**src/rtl/mac_feeder_if.sv**
```systemverilog
// Handshake and memory bus between the layer controller, the weight/input
// memories, mac_feeder and the neuron accumulator.
interface mac_feeder_if #(
    parameter int ADDR_W = 10
);
    logic              start;
    logic [7:0]        bias_in;
    logic              mem_rd;
    logic [ADDR_W-1:0] mem_addr;
    logic [7:0]        w_data;
    logic [11:0]       x_data;
    logic [19:0]       prod;
    logic              prod_valid;
    logic              first;
    logic              last;
    logic [7:0]        bias_out;
    logic              busy;
    logic              done;

    modport master (
        output start, bias_in, w_data, x_data,
        input  mem_rd, mem_addr, prod, prod_valid, first, last, bias_out, busy, done
    );

    modport slave (
        input  start, bias_in, w_data, x_data,
        output mem_rd, mem_addr, prod, prod_valid, first, last, bias_out, busy, done
    );
endinterface

```
**src/rtl/mac_feeder.sv**
```systemverilog
// Walks the weight/input memories for one neuron and streams registered
// signed 8x12 products with first/last framing to the accumulator.
module mac_feeder #(
    parameter int N_IN   = 784,
    parameter int ADDR_W = 10
) (
    input  logic         clk,
    input  logic         rst,
    mac_feeder_if.slave  bus
);
    typedef enum logic [1:0] {
        IDLE  = 2'd0,
        RUN   = 2'd1,
        DRAIN = 2'd2,
        FIN   = 2'd3
    } state_t;

    localparam logic [ADDR_W-1:0] LAST_ADDR = ADDR_W'(N_IN - 1);

    state_t             state_r;
    logic               drain_cnt_r;
    logic               mem_rd_r;
    logic [ADDR_W-1:0]  mem_addr_r;
    logic [7:0]         bias_r;
    logic               busy_r;
    logic               done_r;
    logic               s1_valid_r;
    logic               s1_first_r;
    logic               s1_last_r;
    logic signed [19:0] prod_r;
    logic               prod_valid_r;
    logic               first_r;
    logic               last_r;

    logic signed [19:0] product_s;
    logic               addr_last_s;
    logic               addr_first_s;

    // Exact signed product; 20 bits always hold an 8x12 result.
    always_comb begin
        product_s    = $signed({{12{bus.w_data[7]}}, bus.w_data})
                     * $signed({{8{bus.x_data[11]}}, bus.x_data});
        addr_last_s  = (mem_addr_r == LAST_ADDR);
        addr_first_s = (mem_addr_r == {ADDR_W{1'b0}});
    end

    // Sequencer: address generation, drain wait, done pulse and bias latch.
    always_ff @(posedge clk) begin
        if (rst) begin
            state_r     <= IDLE;
            drain_cnt_r <= 1'b0;
            mem_rd_r    <= 1'b0;
            mem_addr_r  <= {ADDR_W{1'b0}};
            bias_r      <= 8'h00;
            busy_r      <= 1'b0;
            done_r      <= 1'b0;
        end else begin
            case (state_r)
                IDLE: begin
                    done_r <= 1'b0;
                    if (bus.start) begin
                        bias_r     <= bus.bias_in;
                        mem_addr_r <= {ADDR_W{1'b0}};
                        mem_rd_r   <= 1'b1;
                        busy_r     <= 1'b1;
                        state_r    <= RUN;
                    end
                end
                RUN: begin
                    // The address register is the counter; it stops at the
                    // final address so it never wraps, even at 2^ADDR_W.
                    if (addr_last_s) begin
                        mem_rd_r    <= 1'b0;
                        drain_cnt_r <= 1'b0;
                        state_r     <= DRAIN;
                    end else begin
                        mem_addr_r <= mem_addr_r + ADDR_W'(1);
                    end
                end
                DRAIN: begin
                    if (drain_cnt_r) begin
                        busy_r  <= 1'b0;
                        done_r  <= 1'b1;
                        state_r <= FIN;
                    end else begin
                        drain_cnt_r <= 1'b1;
                    end
                end
                FIN: begin
                    done_r  <= 1'b0;
                    state_r <= IDLE;
                end
                default: begin
                    mem_rd_r <= 1'b0;
                    busy_r   <= 1'b0;
                    done_r   <= 1'b0;
                    state_r  <= IDLE;
                end
            endcase
        end
    end

    // Read stage flags follow the issued address; multiply stage registers the product.
    always_ff @(posedge clk) begin
        if (rst) begin
            s1_valid_r   <= 1'b0;
            s1_first_r   <= 1'b0;
            s1_last_r    <= 1'b0;
            prod_r       <= 20'sd0;
            prod_valid_r <= 1'b0;
            first_r      <= 1'b0;
            last_r       <= 1'b0;
        end else begin
            s1_valid_r   <= mem_rd_r;
            s1_first_r   <= mem_rd_r & addr_first_s;
            s1_last_r    <= mem_rd_r & addr_last_s;
            prod_valid_r <= s1_valid_r;
            first_r      <= s1_first_r;
            last_r       <= s1_last_r;
            if (s1_valid_r) begin
                prod_r <= product_s;
            end
        end
    end

    assign bus.mem_rd     = mem_rd_r;
    assign bus.mem_addr   = mem_addr_r;
    assign bus.prod       = prod_r;
    assign bus.prod_valid = prod_valid_r;
    assign bus.first      = first_r;
    assign bus.last       = last_r;
    assign bus.bias_out   = bias_r;
    assign bus.busy       = busy_r;
    assign bus.done       = done_r;
endmodule

```
**src/flat_wrapper.sv**
```systemverilog
// flat-port wrapper written by rule: the top's interface ports become plain ports
module mac_feeder_flat 
#(
    parameter int N_IN   = 784,
    parameter int ADDR_W = 10
)
  (clk, rst, bus_start, bus_bias_in, bus_w_data, bus_x_data, bus_mem_rd, bus_mem_addr, bus_prod, bus_prod_valid, bus_first, bus_last, bus_bias_out, bus_busy, bus_done);
  mac_feeder_if #(.ADDR_W(ADDR_W)) bus_i ();
  input  logic clk;
  input  logic rst;
  input wire logic [$bits(bus_i.start)-1:0] bus_start;
  input wire logic [$bits(bus_i.bias_in)-1:0] bus_bias_in;
  input wire logic [$bits(bus_i.w_data)-1:0] bus_w_data;
  input wire logic [$bits(bus_i.x_data)-1:0] bus_x_data;
  output wire logic [$bits(bus_i.mem_rd)-1:0] bus_mem_rd;
  output wire logic [$bits(bus_i.mem_addr)-1:0] bus_mem_addr;
  output wire logic [$bits(bus_i.prod)-1:0] bus_prod;
  output wire logic [$bits(bus_i.prod_valid)-1:0] bus_prod_valid;
  output wire logic [$bits(bus_i.first)-1:0] bus_first;
  output wire logic [$bits(bus_i.last)-1:0] bus_last;
  output wire logic [$bits(bus_i.bias_out)-1:0] bus_bias_out;
  output wire logic [$bits(bus_i.busy)-1:0] bus_busy;
  output wire logic [$bits(bus_i.done)-1:0] bus_done;
  assign bus_i.start = bus_start;
  assign bus_i.bias_in = bus_bias_in;
  assign bus_i.w_data = bus_w_data;
  assign bus_i.x_data = bus_x_data;
  assign bus_mem_rd = bus_i.mem_rd;
  assign bus_mem_addr = bus_i.mem_addr;
  assign bus_prod = bus_i.prod;
  assign bus_prod_valid = bus_i.prod_valid;
  assign bus_first = bus_i.first;
  assign bus_last = bus_i.last;
  assign bus_bias_out = bus_i.bias_out;
  assign bus_busy = bus_i.busy;
  assign bus_done = bus_i.done;
  mac_feeder #(.N_IN(N_IN), .ADDR_W(ADDR_W)) u_core (.clk(clk), .rst(rst), .bus(bus_i));
endmodule
```
**config.mk**
```make
export PLATFORM = sky130hd
export DESIGN_NAME = mac_feeder_flat
export DESIGN_NICKNAME = d
export VERILOG_FILES = /design/src/rtl/mac_feeder_if.sv /design/src/rtl/mac_feeder.sv /design/src/flat_wrapper.sv
export SDC_FILE = /design/constraint.sdc
export NUM_CORES = 1
export LEC_CHECK = 0
export ABC_AREA = 1
export BUFFER_PORTS_ARGS = -buffer_cell sky130_fd_sc_hd__buf_2
export CAP_MARGIN = 40
export CORE_UTILIZATION = 55
export DETAILED_ROUTE_END_ITERATION = 8
export PLACE_DENSITY = 0.72
export REMOVE_ABC_BUFFERS = 1
export SKIP_CTS_REPAIR_TIMING = 1
export SLEW_MARGIN = 20
export SYNTH_ARGS = -nofsm -noshare
export SYNTH_HDL_FRONTEND = slang
export SYNTH_SLANG_ARGS = --single-unit
```
**constraint.sdc**
```tcl
create_clock -name clk -period 4.45 [get_ports clk]
set_input_delay 0.2225 -clock clk [delete_from_list [all_inputs] [get_ports clk]]
set_output_delay 0.2225 -clock clk [all_outputs]
set_load 0.005 [all_outputs]
```
==> key figures, run 1 <==
Floorplanning
  • Core area: 10400 um^2
  • Area of the die: 11200 um^2
  • Starting density of the core: 57.0%
  • Ports: 75
  • Chip width: approximately 110 um
  • Die Height: 106 um
  • Row count: 37

Synthesis
  • Proportion of synthesized area in mux cells: 0%
  • Synth area leader: fa_1
  • Largest cells by area after synthesis: fa_1 27%, dfxtp_1 17%, inv_1 14%
  • Top FF cell, synth: dfxtp_1
  • Gate Count Post-Synth: 836
  • Post-Synth Simple-Gate Area: 23.8%
  • Synthesis Warnings: 0
  • Count leader, synth: inv_1
  • Adder-cell share of the synthesized area: 35.7%
  • Mean Syn Cell Area: 7.07 um^2
  • Yosys reg bits: 50
  • Number of distinct library cells after synthesis: 31
  • Synth Area in Compound Gates: under 10%
  • Top post-synthesis cells by count: 219 x inv_1, 183 x nand2_1, 91 x nor2_1, 79 x fa_1, 50 x dfxtp_1
  • Largest family of logic cells by synthesized area: adder cells
  • Sequential area share after synthesis: 16.9%
  • Asr flop ratio synth: 0%
  • Post-synth EDFFs: 0
  • Proportion of netlist area held by the largest area contributor: 26.8%
  • Post-Synth XOR/XNOR Area: about 1.8%
  • Syn Std Cell Area: 5910 um^2

Timing
  • Tmin final: around 4.1 ns
  • Max_slew headroom: 61.3%
  • RSZ-0062 raised after global routing: false
  • Worst-margin pin slew: 0.581 ns
  • Fmax: 246 MHz
  • Worst hold margin: 0.171 ns
  • Final Cycle Share: 91.3%
  • Slew Viols, Final: 0
  • # setup viols final: 0
  • Setup TNS: 0 ns
  • Worst clock skew: ~0.0077 ns
  • Hold Fails Final Rpt: 0

Setup path
  • Crit-path cells: buf_2, inv_1, or2_2, fa_1, fa_1, fa_1, fa_1, inv_1, ha_1, nand2_1, inv_1, a21oi_1, nand2_1, nand2_1, nand3_1, nand2_1, nand3_1, nand2_1, inv_1
  • Crit Path Max Fanout: 13
  • Critical path's slowest cell: fa_1
  • Crit path to: u_core.bus.prod[13]
  • WP data arrival: 4.27 ns
  • R2R Setup Slk: approximately 2.7 ns
  • Worst Reg-to-Reg Cells: 8
  • CP startpoint: bus_w_data[7]
  • Worst R2R Start: u_core.state_r[1]
  • Worst path top cell family by delay: adder cells
  • CP max stage delay: between 0.5 and 0.6 ns
  • Worst path required time: 4.65 ns
  • WP depth: 19
  • CP Launch Type: input pin
  • Critical Path Sink Type: register
  • Reg2reg end: u_core.bus.mem_addr[6]
  • Sum of buffers and inverters on the critical path: 5
  • Crit Path Class: input pin to register
  • Most frequent CP cell: nand2_1

Drt
  • DRC Markers: 0
  • Routed via count: approximately 5100
  • Vias/cell: 4.93
  • Pre-antenna DRT Iters: 5
  • Initial drt markers: 284
  • Routed Antenna Nets: 0
  • Wire length per cell: around 12 um
  • WL final: 12200 um

Power and ir drop
  • Worst vdd ir: 356 uV
  • P per Cell Area: 496 nW/um^2
  • Leak: 3.78 nW

Clock tree
  • Clk pin slew, worst setup/hold paths: 0.09 ns
  • CTS buffer count: 5
  • Worst-Skew Late Latency: about 0.30 ns
  • Clock sinks: 50
  • Longest Clk Path Bufs: 2
  • H-Tree Depth: 2
  • TritonCTS clock tree: done
  • Clock root buffer: clkbuf_8

Worst hold path
  • HP Class: input pin to register

GRT
  • Initial antenna violation count: 0
  • Vias in the first global route: between 5000 and 6000
  • Total GRT Usage: 23.8%
  • First-pass GRT wire length: 21800 um
  • Pin count of the biggest net entering global routing: 31
  • Grt ovf: 0

Place
  • GPL Wtd Cong: 0.856
  • Post-DP HPWL: 10300 um
  • PortBufs: 74

Finish
  • Area grow syn2layout: 9.38%
  • FILL cells: 994
  • Layout net count: about 1000
  • Ant diodes: 0
  • Layout cells sized above 1: 11.5%

Status
  • Outcome: finished, final reports clean

Job
  • Max-capacitance violation count: 0
-- registers in the layout, indices dropped and copies added (netlist names) --
signal / count
u_core.bus.prod: 20
u_core.bus.mem_addr: 10
u_core.bus.bias_out: 8
u_core.state_r: 2
u_core.bus.busy: 1
u_core.bus.done: 1
u_core.bus.first: 1
u_core.bus.last: 1
u_core.bus.mem_rd: 1
u_core.bus.prod_valid: 1
u_core.drain_cnt_r: 1
u_core.s1_first_r: 1
u_core.s1_last_r: 1
u_core.s1_valid_r: 1
-- cell usage in the layout (no fill, tap or decap), types with 2 or more instances in the layout --
cell type	instances
fa_1	79
nand3_1	37
ha_1	42
dfxtp_1	50
o21ai_2	2
a21oi_1	29
o21ai_1	2
o21ai_0	28
nand2_1	183
nand4_1	7
nor3_1	6
buf_4	7
nor3b_1	2
nor2_1	91
inv_1	219
or2_2	6
xnor2_1	2
xor2_1	10
buf_2	74
o21a_1	2
clkbuf_8	5
-- through the flow --
| stage | util, % | power, mW | instances | area [um^2] | setup slack [ns] |
|---|---|---|---|---|---|
| finish | 62.3 | 3.20 | 1031 | 6460 | 0.387 |
| global route | 62.3 | 3.64 | 1031 | 6460 | 0.117 |
| CTS | 62.3 | 3.23 | 1031 | 6460 | 0.389 |
| detailed placement | 61.5 | 2.96 | 1023 | 6370 | 0.0815 |
| global placement | 61.5 | 2.92 | 1023 | 6370 | 0.0855 |
| floorplan | - | 2.37 | 806 | 5780 | 0.517 |
-- worst min-delay path by stage --
stage / start / to / slack (ns) / cells past startpoint
after CTS: bus_bias_in[2] / u_core.bus.bias_out[2] / 0.16 / 3
after global routing: bus_bias_in[1] / u_core.bus.bias_out[1] / 0.17 / 3
after floorplan: rst / u_core.bus.mem_addr[1] / 0.29 / 1
final: bus_bias_in[2] / u_core.bus.bias_out[2] / 0.17 / 3
after detailed placement: u_core.s1_first_r / u_core.bus.first / 0.42 / 2
after global placement: u_core.s1_last_r / u_core.bus.last / 0.40 / 2
-- final cells by class --
cell class / instances / area (um^2) / area share, %
Timing Repair Buffer: 81 / 423 / 6.55
Sequential cell: 50 / 1000 / 15.5
Tap cell: 136 / 170 / 2.63
Clock inverter: 2 / 13.8 / 0.213
Inverter: 221 / 830 / 12.8
Clock buffer: 6 / 72.6 / 1.12
Multi-Input combinational cell: 535 / 3950 / 61.2
-- power breakdown --
group          internal (mW)  switching (mW)
Combinational          0.891            1.46
Sequential             0.534          0.0548
Clock                  0.111           0.148
Total                   1.54            1.67
-- tightest hold or removal path, cell delays in order --
cell	delay, ns
buf_2	0.07
o21ai_0	0.07
nor2_1	0.08
-- logic make-up after synthesis --
logic type | count (synthesis)
compound gates | 64
xor+xnor | 12
fa+ha+maj | 121
buf+inv | 251
flops | 50
simple gates | 338
-- metal layers --
metal | vias up | part of all wire (%) | GRT usage, %
met5 | - | 0 | 0
met4 | 0 | 1.1 | 4.07
met3 | 16 | 4.5 | 2.66
met2 | 118 | 51 | 43.6
met1 | 2401 | 43 | 30.5
li1 | 2552 | - | -
Note: power is estimated with default switching activity, not from simulation.
==> run 2: changes to the inputs <==
- CELL_PAD_IN_SITES_DETAIL_PLACEMENT: default -> 0
- CELL_PAD_IN_SITES_GLOBAL_PLACEMENT: default -> 1
- CORE_UTILIZATION: 55 -> 43
- GPL_TIMING_DRIVEN: default -> 0
- PLACE_DENSITY: 0.72 -> 0.78
==> key figures, run 2 (synthesis results as in run 1) <==
Setup path
  • Crit-path cells: buf_2, nand2_1, fa_1, inv_1, fa_1, fa_1, inv_1, fa_1, inv_1, ha_1, nand2_1, nor2_1, nand4_1, nand4_1, nand3_1, nand2_1, inv_1
  • Crit Path Max Fanout: 12
  • Worst path top cell family by delay: adder cells
  • Critical path's slowest cell: fa_1
  • CP max stage delay: 0.62 ns
  • Worst path required time: 4.64 ns
  • Crit Path Class: input pin to register
  • Critical Path Sink Type: register
  • CP Launch Type: input pin
  • Sum of buffers and inverters on the critical path: 5
  • R2R Setup Slk: around 2.6 ns
  • Worst Reg-to-Reg Cells: 9
  • WP data arrival: 4.33 ns
  • WP depth: 17

Finish
  • Commonest non-fill, non-tap cell in the layout: inv_1
  • Ant diodes: 0
  • Number of flip-flops in the largest register: 20
  • Area grow syn2layout: 11.7%
  • Layout net count: 1045
  • Layout cells sized above 1: 11.7%
  • Post-Layout Inst Area: 6600 um^2
  • Commonest non-fill, non-tap cells in the layout: 218 x inv_1, 183 x nand2_1, 91 x nor2_1, 79 x fa_1, 74 x buf_2

Place
  • Post-DP Area: around 6400 um^2
  • PortBufs: 74
  • GPL Wtd Cong: 0.843
  • Post-DP HPWL: 10300 um
  • Place WS: -0.0469 ns

Clock tree
  • Longest Clk Path Bufs: 2
  • H-Tree Depth: 2
  • Clock sinks: 50
  • TritonCTS clock tree: done
  • Clock root buffer: clkbuf_16
  • Clk pin slew, worst setup/hold paths: 0.06 ns
  • Worst-Skew Late Latency: 0.29 ns
  • CTS buffer count: 5

GRT
  • Vias in the first global route: 5040
  • Total GRT Usage: 19.4%
  • Grt ovf: 0
  • Initial antenna violation count: 0
  • Pin count of the biggest net entering global routing: 31
  • First-pass GRT wire length: 22700 um

Drt
  • DRC Markers: 0
  • Vias/cell: 4.66
  • Routed via count: 4991
  • WL final: approximately 13000 um
  • Pre-antenna DRT Iters: 4
  • Routed Antenna Nets: 0
  • Initial drt markers: 265
  • Wire length per cell: 11.9 um

Power and ir drop
  • Internal Power: 1.67 mW
  • Clock group share of total power: 12.3%
  • Leak: 3.80 nW
  • Sw Share: 50.1%
  • Worst vdd ir: roughly 200 uV
  • P per Cell Area: slightly above 500 nW/um^2
  • Net Sw Power: 1.67 mW
  • Seq pwr share: 17.7%
  • Comb pwr share: 69.9%

Floorplanning
  • Ports: 75
  • Core area: 13300 um^2
  • Chip width: 119 um
  • Row count: 42
  • Starting density of the core: 44.4%
  • Die Height: 119 um
  • Area of the die: between 10000 and 15000 um^2

Timing
  • Worst-margin pin slew: 0.585 ns
  • Hold Fails Final Rpt: 0
  • Slew Viols, Final: 0
  • Final Cycle Share: 93.1%
  • RSZ-0062 raised after global routing: false
  • Fmax: 241 MHz
  • Max_slew headroom: approximately 60%
  • # setup viols final: 0
  • Worst setup margin: 0.307 ns
  • Tmin final: 4.14 ns
  • Setup TNS: 0 ns
  • Worst hold margin: 0.189 ns
  • Worst clock skew: roughly 0.0028 ns

Status
  • Outcome: finished, final reports clean

Job
  • Max-capacitance violation count: 0

Worst hold path
  • HP Class: input pin to register
  • Worst hold path stage count: 3
==> run 2: path summary, 6_finish.rpt <==
kind                     startpoint                      to
hold / removal       bus_bias_in[6]  u_core.bus.bias_out[6]
hold reg to reg    u_core.s1_last_r         u_core.bus.last
setup reg to reg  u_core.state_r[1]  u_core.bus.mem_addr[9]
setup / recovery      bus_w_data[2]     u_core.bus.prod[16]
==> run 2: power by group through the flow <==
stage / Combinational [mW] / Clock (mW) / Sequential (mW)
after floorplan: 1.76 / 0 / 0.607
after CTS: 2.36 / 0.427 / 0.594
final: 2.33 / 0.412 / 0.592
after detailed placement: 2.34 / 0 / 0.604
after global routing: 2.74 / 0.442 / 0.606
after global placement: 2.30 / 0 / 0.608
==> run 2: worst min-delay path: cells and delay by family <==
kind,cells,cell delay [ns]
compound gates,1,0.07
buf+inv,1,0.07
simple gates,1,0.08
==> run 2: per-stage QoR <==
stage | util (%) | cells | power [mW]
finish | 49.6 | 1070 | 3.34
global route | 49.6 | 1070 | 3.79
CTS | 49.3 | 1065 | 3.38
detailed placement | 48.0 | 1057 | 2.95
global placement | 47.9 | 1056 | 2.91
floorplan | - | 806 | 2.37
==> run 2: area by class of cell <==
class                           count  area [um^2]
Tap cell                          176          220
Timing Repair Buffer               79          415
Timing Repair inverter              1         5.00
Multi-Input combinational cell    535         3960
Inverter                          221          833
Fill cell                        1358         6700
Clock buffer                        8          166
Sequential cell                    50         1000
==> run 2: metal layers <==
layer / track usage (%) / vias up / part of all wire, %
met5: 0 / - / 0
met4: 3.01 / 0 / 1.0
met3: 2.49 / 12 / 3.0
met2: 35.1 / 70 / 49
met1: 25.0 / 2358 / 47
li1: - / 2551 / -
==> run 3: changes to the inputs <==
- ABC_AREA: 1 -> default
- CORE_UTILIZATION: 43 -> 45
==> key figures, run 3 <==
Floorplanning
  • Area of the die: 12600 um^2
  • Chip width: roughly 110 um
  • Row count: 39
  • Die Height: around 110 um
  • Core area: about 12000 um^2
  • Starting density of the core: between 40% and 50%
  • Ports: 75

Finish
  • Layout cells sized above 1: 14.0%
  • FILL cells: 1142
  • Commonest non-fill, non-tap cells in the layout: 117 x inv_1, 79 x fa_1, 74 x buf_2, 66 x nand2_1, 55 x and2_1
  • Number of flip-flops in the largest register: 20
  • Area grow syn2layout: 12.3%
  • Commonest non-fill, non-tap cell in the layout: inv_1
  • Layout net count: 839
  • Ant diodes: 0
  • Post-Layout Cell Count: 830

Job
  • Max-capacitance violation count: 0

Clock tree
  • H-Tree Depth: 2
  • Clock root buffer: clkbuf_16
  • Clock sinks: 50
  • Longest Clk Path Bufs: 2
  • Clk pin slew, worst setup/hold paths: ~0.060 ns
  • CTS buffer count: 5
  • TritonCTS clock tree: done
  • Worst-Skew Late Latency: 0.28 ns

Power and ir drop
  • Net Sw Power: 1.49 mW
  • P per Cell Area: 521 nW/um^2
  • Comb pwr share: 69.3%
  • Clock group share of total power: 11.3%
  • Seq pwr share: 19.4%
  • Leak: 3.00 nW
  • Internal Power: ~1.7 mW
  • Sw Share: between 40 and 50%
  • Worst vdd ir: about 240 uV

Synthesis
  • Proportion of netlist area held by the largest area contributor: 28.9%
  • Count leader, synth: inv_1
  • Mean Syn Cell Area: roughly 8.8 um^2
  • Synthesis Warnings: 0
  • Sequential area share after synthesis: 18.3%
  • Post-synth EDFFs: 0
  • Top FF cell, synth: dfxtp_1
  • Yosys reg bits: 50
  • Syn Std Cell Area: around 5500 um^2
  • Gate Count Post-Synth: 620
  • Largest cells by area after synthesis: fa_1 29%, dfxtp_1 18%, ha_1 9.6%
  • Top post-synthesis cells by count: 117 x inv_1, 79 x fa_1, 66 x nand2_1, 55 x and2_1, 50 x dfxtp_1
  • Asr flop ratio synth: 0%
  • Synth area leader: fa_1
  • Number of distinct library cells after synthesis: between 40 and 50

Timing
  • # setup viols final: 0
  • Tmin final: 4.22 ns
  • Worst clock skew: ~0.0026 ns
  • Worst-margin pin slew: 0.655 ns
  • Slew Viols, Final: 0
  • Fmax: 237 MHz
  • Worst hold margin: 0.176 ns
  • Max_slew headroom: 56.3%
  • Hold Fails Final Rpt: 0
  • Final Cycle Share: 94.8%

Setup path
  • CP max stage delay: 0.58 ns
  • Critical Path Sink Type: register
  • Worst path required time: 4.58 ns
  • Crit-path cells: buf_2, clkinvlp_4, nor2_1, fa_1, fa_1, fa_1, inv_1, fa_1, inv_1, ha_1, a21oi_1, o221ai_1, a21oi_2, o31ai_2, mux2i_1, a211oi_1
  • CP Launch Type: input pin
  • Most frequent CP cell: fa_1
  • WP data arrival: approximately 4.4 ns
  • Sum of buffers and inverters on the critical path: 4
  • Worst path top cell family by delay: adder cells
  • Crit Path Max Fanout: 6
  • Crit Path Class: input pin to register
  • Critical path's slowest cell: fa_1

Status
  • Outcome: finished with violations
  • Failing checks: design-rule violations

Place
  • Post-DP HPWL: between 9000 and 10000 um
  • PortBufs: 74
  • Placed cells: about 800
  • GPL Wtd Cong: 0.795

Drt
  • Pre-antenna DRT Iters: 6
  • Wire length per cell: 13.4 um
  • DRC Markers: 5
  • Routed Antenna Nets: 0
  • Routed via count: 4136
  • Initial drt markers: 195
  • Vias/cell: about 5
  • WL final: 11100 um

GRT
  • Grt ovf: 0
  • Initial antenna violation count: 0
  • First-pass GRT wire length: 19900 um
  • Pin count of the biggest net entering global routing: 46
  • Total GRT Usage: 19.3%
  • Vias in the first global route: 4216

Worst hold path
  • HP Class: input pin to register
run 3: area by class of cell:
type	instances	area [um^2]	area share (%)
flip-flops and latches	50	1000	16.3
clock buffers	6	129	2.10
multi-input cells	435	3970	64.6
inverters	118	447	7.28
well taps	143	179	2.92
repair buffers	77	405	6.61
clock inverters	1	7.51	0.122
run 3: worst paths after layout:
check               startpoint                     end  slack, ns  cells past startpoint
max reg2reg  u_core.state_r[1]  u_core.bus.mem_addr[9]       2.52                      8
min             bus_bias_in[6]  u_core.bus.bias_out[6]       0.18                      3
max              bus_w_data[7]     u_core.bus.prod[18]       0.23                     16
min reg2reg   u_core.s1_last_r         u_core.bus.last       0.45                      1
run 3: power by group through the flow:
stage	Sequential [mW]	Combinational (mW)	Clock, mW
6_report	0.619	2.21	0.362
5_1_grt	0.634	2.56	0.393
4_1_cts	0.622	2.20	0.375
3_5_place_dp	0.630	2.16	0
3_3_place_gp	0.625	2.16	0
2_1_floorplan	0.625	1.64	0
run 3: per-stage QoR:
stage          total power, mW  utilization (%)  setup slack (ns)  cell area [um^2]  TNS [ns]
2_1_floorplan             2.27                -             0.401              5400         0
3_3_place_gp              2.78             51.2            -0.309              5950     -1.30
3_5_place_dp              2.79             51.2            -0.302              5950     -1.30
4_1_cts                   3.19             52.4           -0.0333              6080   -0.0333
5_1_grt                   3.59             52.8           -0.0226              6140   -0.0299
6_report                  3.20             52.8             0.233              6140         0
run 3: per-layer routing:
| metal | vias up | track usage, % | wire length, um |
|---|---|---|---|
| li1 | 2043 | - | - |
| met1 | 2016 | 27.6 | 5440 |
| met2 | 72 | 31.1 | 5120 |
| met3 | 5 | 3.46 | 515 |
| met4 | 0 | 3.02 | 67 |
| met5 | - | 0 | 0 |
run 3: kinds of logic (layout without fill, tap and decap cells):
kind of cell | after synthesis | count (layout) | share of synthesized area (%)
compound gates | 60 | 60 | 7.01
xor+xnor | 25 | 25 | 4.01
fa+ha+maj | 121 | 121 | 38.6
buf+inv | 135 | 202 | 9.34
flops | 50 | 50 | 18.3
mux | 16 | 16 | 2.93
simple gates | 213 | 213 | 19.8
run 3: tightest hold or removal path, cell delays in order:
cell and delay [ns]:
buf_2 0.09, nand2_1 0.05, a21oi_1 0.05
